File: src/rtl/muldiv_unit.sv
`default_nettype none
// ============================================================================
// Module   : muldiv_unit
// Purpose  : Multi-cycle signed/unsigned multiply and divide unit that owns
//            the HI/LO result registers. Operands are reduced to magnitudes
//            at launch. One shift-add (multiply) or restoring-subtract
//            (divide) step runs per cycle. The sign is restored in a final
//            FIX cycle.
// Ports    : clk, reset (async, active-high)
//            start, op[1:0], a, b    launch handshake and operands
//            flush                   abort the operation in flight
//            hi_wr, lo_wr, wr_data   direct HI/LO writes while idle
//            busy, done, div_by_zero status; div_by_zero is valid with done
//            hi, lo                  HI/LO registers
// Options  : MULDIV_EARLY_OUT_EN - multiply leaves CALC once the remaining
//            multiplier bits are zero, and divide-by-zero leaves CALC after
//            one step. Results are identical with and without it.
// Revision : 1.0 - initial release
// ============================================================================
module muldiv_unit #(
    parameter int WIDTH = 32
) (
    input  logic             clk,
    input  logic             reset,
    input  logic             start,
    input  logic [1:0]       op,
    input  logic [WIDTH-1:0] a,
    input  logic [WIDTH-1:0] b,
    input  logic             flush,
    input  logic             hi_wr,
    input  logic             lo_wr,
    input  logic [WIDTH-1:0] wr_data,
    output logic             busy,
    output logic             done,
    output logic             div_by_zero,
    output logic [WIDTH-1:0] hi,
    output logic [WIDTH-1:0] lo
);

    localparam int              c_CW       = $clog2(WIDTH + 1);
    localparam logic [c_CW-1:0] c_CNT_LOAD = c_CW'(WIDTH);
    localparam logic [c_CW-1:0] c_CNT_ONE  = c_CW'(1);

    localparam logic [1:0] c_ST_IDLE = 2'd0;
    localparam logic [1:0] c_ST_CALC = 2'd1;
    localparam logic [1:0] c_ST_FIX  = 2'd2;

    logic [1:0]       r_state, w_state_next;
    logic [c_CW-1:0]  r_cnt, w_cnt_next;
    logic             r_is_div, r_neg_q, r_neg_r, r_dbz;
    logic [WIDTH-1:0] r_a;
    // r_acc : product high half (multiply) or partial remainder (divide)
    // r_mq  : multiplier shifting out / product low half shifting in, or
    //         dividend shifting out / quotient shifting in
    // r_opnd: |multiplicand| or |divisor|
    logic [WIDTH-1:0] r_acc, r_mq, r_opnd;
    logic [WIDTH-1:0] r_hi, r_lo;
    logic             r_done, r_dbz_out;

    // ---------------- launch: operand magnitudes and sign flags ------------
    logic             w_accept, w_a_neg, w_b_neg;
    logic [WIDTH-1:0] w_a_mag, w_b_mag;

    assign w_a_neg  = ~op[0] & a[WIDTH-1];
    assign w_b_neg  = ~op[0] & b[WIDTH-1];
    // The most-negative value maps to 2**(WIDTH-1), which still fits as unsigned.
    assign w_a_mag  = w_a_neg ? -a : a;
    assign w_b_mag  = w_b_neg ? -b : b;
    // A flush in the same cycle wins over start.
    assign w_accept = (r_state == c_ST_IDLE) & start & ~flush;

    // ---------------- one iteration step ----------------------------------
    logic [WIDTH:0]   w_mul_sum, w_div_shift;
    logic [WIDTH-1:0] w_div_sub, w_acc_next, w_mq_next;
    logic             w_div_ge, w_calc_last;

    assign w_mul_sum   = {1'b0, r_acc} + (r_mq[0] ? {1'b0, r_opnd} : '0);
    assign w_div_shift = {r_acc, r_mq[WIDTH-1]};
    assign w_div_ge    = (w_div_shift >= {1'b0, r_opnd});
    // The difference is below the divisor when taken, so WIDTH bits suffice.
    assign w_div_sub   = w_div_shift[WIDTH-1:0] - r_opnd;

    assign w_acc_next  = r_is_div ? (w_div_ge ? w_div_sub : w_div_shift[WIDTH-1:0])
                                  : w_mul_sum[WIDTH:1];
    assign w_mq_next   = r_is_div ? {r_mq[WIDTH-2:0], w_div_ge}
                                  : {w_mul_sum[0], r_mq[WIDTH-1:1]};
    assign w_cnt_next  = r_cnt - c_CNT_ONE;

    // ---------------- result formation ------------------------------------
    logic [2*WIDTH-1:0] w_prod_mag, w_prod;
    logic [WIDTH-1:0]   w_quo, w_rem, w_hi_res, w_lo_res;

`ifdef MULDIV_EARLY_OUT_EN
    logic [WIDTH-1:0] w_rem_mask;

    // The low w_cnt_next bits of r_mq still hold unconsumed multiplier bits.
    assign w_rem_mask  = ~({WIDTH{1'b1}} << w_cnt_next);
    assign w_calc_last = (w_cnt_next == '0) |
                         (r_is_div ? r_dbz : ((w_mq_next & w_rem_mask) == '0));
    // After an early exit the product still sits r_cnt places to the left.
    assign w_prod_mag  = {r_acc, r_mq} >> r_cnt;
`else
    assign w_calc_last = (w_cnt_next == '0);
    assign w_prod_mag  = {r_acc, r_mq};
`endif

    assign w_prod   = r_neg_q ? -w_prod_mag : w_prod_mag;
    assign w_quo    = r_neg_q ? -r_mq : r_mq;
    assign w_rem    = r_neg_r ? -r_acc : r_acc;
    assign w_hi_res = r_is_div ? (r_dbz ? r_a : w_rem) : w_prod[2*WIDTH-1:WIDTH];
    assign w_lo_res = r_is_div ? (r_dbz ? '1 : w_quo) : w_prod[WIDTH-1:0];

    // ---------------- control FSM -----------------------------------------
    always_ff @(posedge clk or posedge reset) begin
        if (reset) begin
            r_state <= c_ST_IDLE;
        end else begin
            r_state <= w_state_next;
        end
    end

    always_comb begin
        w_state_next = r_state;
        case (r_state)
            c_ST_IDLE: if (w_accept) w_state_next = c_ST_CALC;
            c_ST_CALC: begin
                if (flush)            w_state_next = c_ST_IDLE;
                else if (w_calc_last) w_state_next = c_ST_FIX;
            end
            c_ST_FIX:  w_state_next = c_ST_IDLE;
            default:   w_state_next = c_ST_IDLE;
        endcase
    end

    // ---------------- datapath and result registers -----------------------
    always_ff @(posedge clk or posedge reset) begin
        if (reset) begin
            r_cnt     <= '0;
            r_is_div  <= 1'b0;
            r_neg_q   <= 1'b0;
            r_neg_r   <= 1'b0;
            r_dbz     <= 1'b0;
            r_a       <= '0;
            r_acc     <= '0;
            r_mq      <= '0;
            r_opnd    <= '0;
            r_hi      <= '0;
            r_lo      <= '0;
            r_done    <= 1'b0;
            r_dbz_out <= 1'b0;
        end else begin
            r_done    <= 1'b0;
            r_dbz_out <= 1'b0;
            case (r_state)
                c_ST_IDLE: begin
                    if (w_accept) begin
                        r_is_div <= op[1];
                        r_neg_q  <= w_a_neg ^ w_b_neg;
                        r_neg_r  <= w_a_neg;
                        r_dbz    <= op[1] & (b == '0);
                        r_a      <= a;
                        r_acc    <= '0;
                        r_mq     <= op[1] ? w_a_mag : w_b_mag;
                        r_opnd   <= op[1] ? w_b_mag : w_a_mag;
                        r_cnt    <= c_CNT_LOAD;
                    end else begin
                        if (hi_wr) r_hi <= wr_data;
                        if (lo_wr) r_lo <= wr_data;
                    end
                end
                c_ST_CALC: begin
                    if (!flush) begin
                        r_acc <= w_acc_next;
                        r_mq  <= w_mq_next;
                        r_cnt <= w_cnt_next;
                    end
                end
                c_ST_FIX: begin
                    if (!flush) begin
                        r_hi      <= w_hi_res;
                        r_lo      <= w_lo_res;
                        r_done    <= 1'b1;
                        r_dbz_out <= r_dbz;
                    end
                end
                default: ;
            endcase
        end
    end

    assign busy        = (r_state != c_ST_IDLE);
    assign done        = r_done;
    assign div_by_zero = r_dbz_out;
    assign hi          = r_hi;
    assign lo          = r_lo;

endmodule
`default_nettype wire
File: config.mk
export PLATFORM = sky130hd
export DESIGN_NAME = muldiv_unit
export DESIGN_NICKNAME = d
export VERILOG_FILES = /design/src/rtl/muldiv_unit.sv
export SDC_FILE = /design/constraint.sdc
export NUM_CORES = 1
export LEC_CHECK = 0
export ABC_AREA = 1
export BUFFER_PORTS_ARGS = -buffer_cell sky130_fd_sc_hd__buf_2
export CORE_AREA = 10 10 213 215
export DETAILED_ROUTE_END_ITERATION = 6
export DIE_AREA = 0 0 223 225
export PLACE_DENSITY = 0.8
export SYNTH_ARGS = -nofsm -noshare
export SYNTH_HDL_FRONTEND = slang
export SYNTH_SLANG_ARGS = --single-unit
File: constraint.sdc
create_clock -name clk -period 6.5 [get_ports clk]
set_input_delay 1.3 -clock clk [delete_from_list [all_inputs] [get_ports clk]]
set_output_delay 1.3 -clock clk [all_outputs]
set_load 0.03 [all_outputs]
==> results.toml <==
[run_status]
status = "completed"

[critical_path]
worstSetupEndpointType = "register"
critPathLaunchType = "input port"
crit_path_max_fanout = 40
cp_slowest_cell = "nor2_1"
path_class = "input port to register"
slowest_delay_ps = 1010
path_cells = "buf_2 > inv_1 > nor2_1 > inv_1 > a21oi_1 > a21oi_1 > nand2_1"
crit_required_ps = 6980
worstPathArrival_ps = 4490

[routing]
avgRoutedWirePerCell_um = 21.6
num_vias = 24300
antenna_left = 0
routed_wirelength_um = 89000
drt_iter0_drc = 3221
via_per_inst = 5.89
first_pass_iters = 7
remaining_drc_errors = 0

[placed_design]
hpwl_um = 70200
dp_slack_ps = 2100
portBuffers = 170
dp_cells = 4078
gp_congestion = 1.09

[floorplan]
rows = 75
core_region_area_um2 = 41400
start_util_pct = 49.3
die-area_um2 = 50200
die_h_um = 225
die_x_um = 223
ios = 171

[clock_network]
cts-resized-gates = 0
clock-root-buffer = "clkbuf_16"
ctsHtreeMaxLevel = 1
clock-sinks = 206
cts_setup_buffers = 0
cts_tree = "built"
clk_pin_slew_ps = 60
cts_made_buffers = 24
insertion_delay_ps = 570
cts_max_path_buffers = 3
cts_hold_buf = 0

[synth]
muxShareOfSynthArea_pct = 0
ys_seq_area_share_pct = 25.3
yosys-top-cells-area = "dfrtp_1 25%, nand2_1 18%, nor2_1 8.7%"
synth_cells = 3481
synth_top_area_share_pct = 25.3
synth-adder-area-share_pct = 4.49
synth_fp_nets = 3657
synth-simple-area-share_pct = 41.0
synth_compound_area_share_pct = 15.8
syn_avg_cell_area_um2 = 5.86
synth_edf_count = 0
synth_top_cell_by_area = "dfrtp_1"
ys_async_sr_fraction_pct = 100
ys_seq_elements = 206
synth_xor_area_share_pct = 2.40
synth_warnings = 0
synthFlopType = "dfrtp_1"
yosysUniqueCellTypes = 50
synth_top_family_by_area = "simple AND/OR/NAND/NOR gates"
synth_area_um2 = 20400

[cells_and_area]
antenna_cells_inserted = 0
finalNetCount = 3741
fillerInstances = 4318
seq_area_um2 = 5160
fin_util_pct = 54.1
drive_gt1_share_pct = 8.51
multi_input_area_um2 = 13000
layout.cells.non_filler = 4122
area_growth_pct = 9.81

[power_and_ir_drop]
p_leak_nw = 11.6
fin_total_pwr_mw = 10.0
sw_frac_of_total_pct = 56.4
switchingPower_mw = 5.65
power_frac_seq_pct = 24.9
p_clk_share_pct = 15.2
vdd_drop_max_mv = 0.266
combPwrFrac_pct = 60.0
powerDensity_nw_per_um2 = 447
intPower_mw = 4.37

[global_route]
grt_max_degree = 111
grt_use_total_pct = 33.7
grt-ovfl-total = 0
grt_pass1_wl_um = 132000
grt_pass1_vias = 21900
antenna_found_initial = 0

[sta]
fin_skew_ps = 34.3
relSlewSlack_pct = 27.9
tns_ps = 0
finalHoldViolations = 0
finalSetupViolations = 0
final_max_slew_viol_count = 0
period_needed_ps = 4000
layout_setup_ws_ps = 2500
worstMarginPinSlew_ps = 1080
grt_setup_unrepaired = "false"
timing.final.crit_share_pct = 61.6
fmax_ghz = 0.250

[min_path]
hold_path_class = "register to register"

[job]
cap_viol_max_count = 0
cells in the final DEF, fill, tap and decap left out, drive strengths merged, types with 17 or more instances in the layout:
cell,count
ha,70
nand4,57
nand2,1010
inv,441
xor2,48
o211ai,35
nor2,496
o21ai,236
dfrtp,206
buf,191
a21oi,249
a22oi,18
clkbuf,30
nand3b,17
nor3,37
nand3,343
state kept, by name, summed over array words and instances (netlist names), 2 cells and up:
signal / count
hi: 32
lo: 32
r_mq: 32
r_opnd: 32
r_state: 2
r_cnt: 6
r_acc: 32
r_a: 32
power by group through the flow:
stage | Sequential, mW | Clock (mW) | Combinational (mW)
floorplan | 2.23 | 0 | 4.10
global placement | 2.43 | 0 | 5.74
detailed placement | 2.44 | 0 | 5.78
CTS | 2.42 | 1.51 | 5.83
global route | 2.49 | 1.55 | 6.60
finish | 2.49 | 1.52 | 6.00
per-stage QoR:
step | hold WS, ps | area (µm²)
3_5_place_dp | 460 | 21500
4_1_cts | 477 | 22400
3_3_place_gp | 464 | 21500
2_1_floorplan | 444 | 20400
6_report | 474 | 22400
5_1_grt | 492 | 22400
path summary, 6_finish.rpt:
kind                       startpoint          to  slack, ps  depth (start not counted)
max in group asynchronous       reset     r_neg_q       4270                          3
min in group asynchronous       reset      lo[10]        910                          2
setup reg to reg              r_mq[0]   r_acc[27]       2820                         18
hold reg to reg                lo[14]      lo[14]        470                          2
setup / recovery                op[1]  r_opnd[28]       2500                          7
hold / removal                 lo[14]      lo[14]        470                          2
routing by layer:
metal  track usage [%]  wire [µm]
met1              45.4      35800
met5                 0          0
met3              8.20      11300
met4              18.2       5420
met2              48.8      36400
critical path: cells and delay by family:
kind,cells,cell delay (ps)
compound gates,2,310
buf+inv,3,1750
simple gates,2,1090
kinds of logic after synthesis:
group,Yosys count
AND/OR/NAND/NOR,1978
AO/OA/AOI/OAI,590
buffers and inverters,579
flip-flops,206
adder cells (fa/ha/maj),72
XOR/XNOR,56
final cells by class:
| type | count | share of cell area (%) |
|---|---|---|
| multi-input combinational | 2696 | 58.0 |
| sequential | 206 | 23.0 |
| clock buffer | 30 | 2.96 |
| clock inverter | 14 | 0.905 |
| timing repair buffer | 191 | 4.56 |
| inverter | 446 | 7.50 |
| tap | 539 | 3.01 |
synth_stat cells (all sizes together) (10+ instances only):
cell / instances
nand2: 1010
nor2: 496
inv: 443
nand3: 343
a21oi: 249
o21ai: 236
dfrtp: 206
clkbuf: 84
ha: 70
nand4: 57
buf: 49
xor2: 48
nor3: 37
o211ai: 35
a22oi: 18
nand3b: 17
a31oi: 14
o21bai: 11
o221ai: 10
Power figures use the tool's default switching activity.
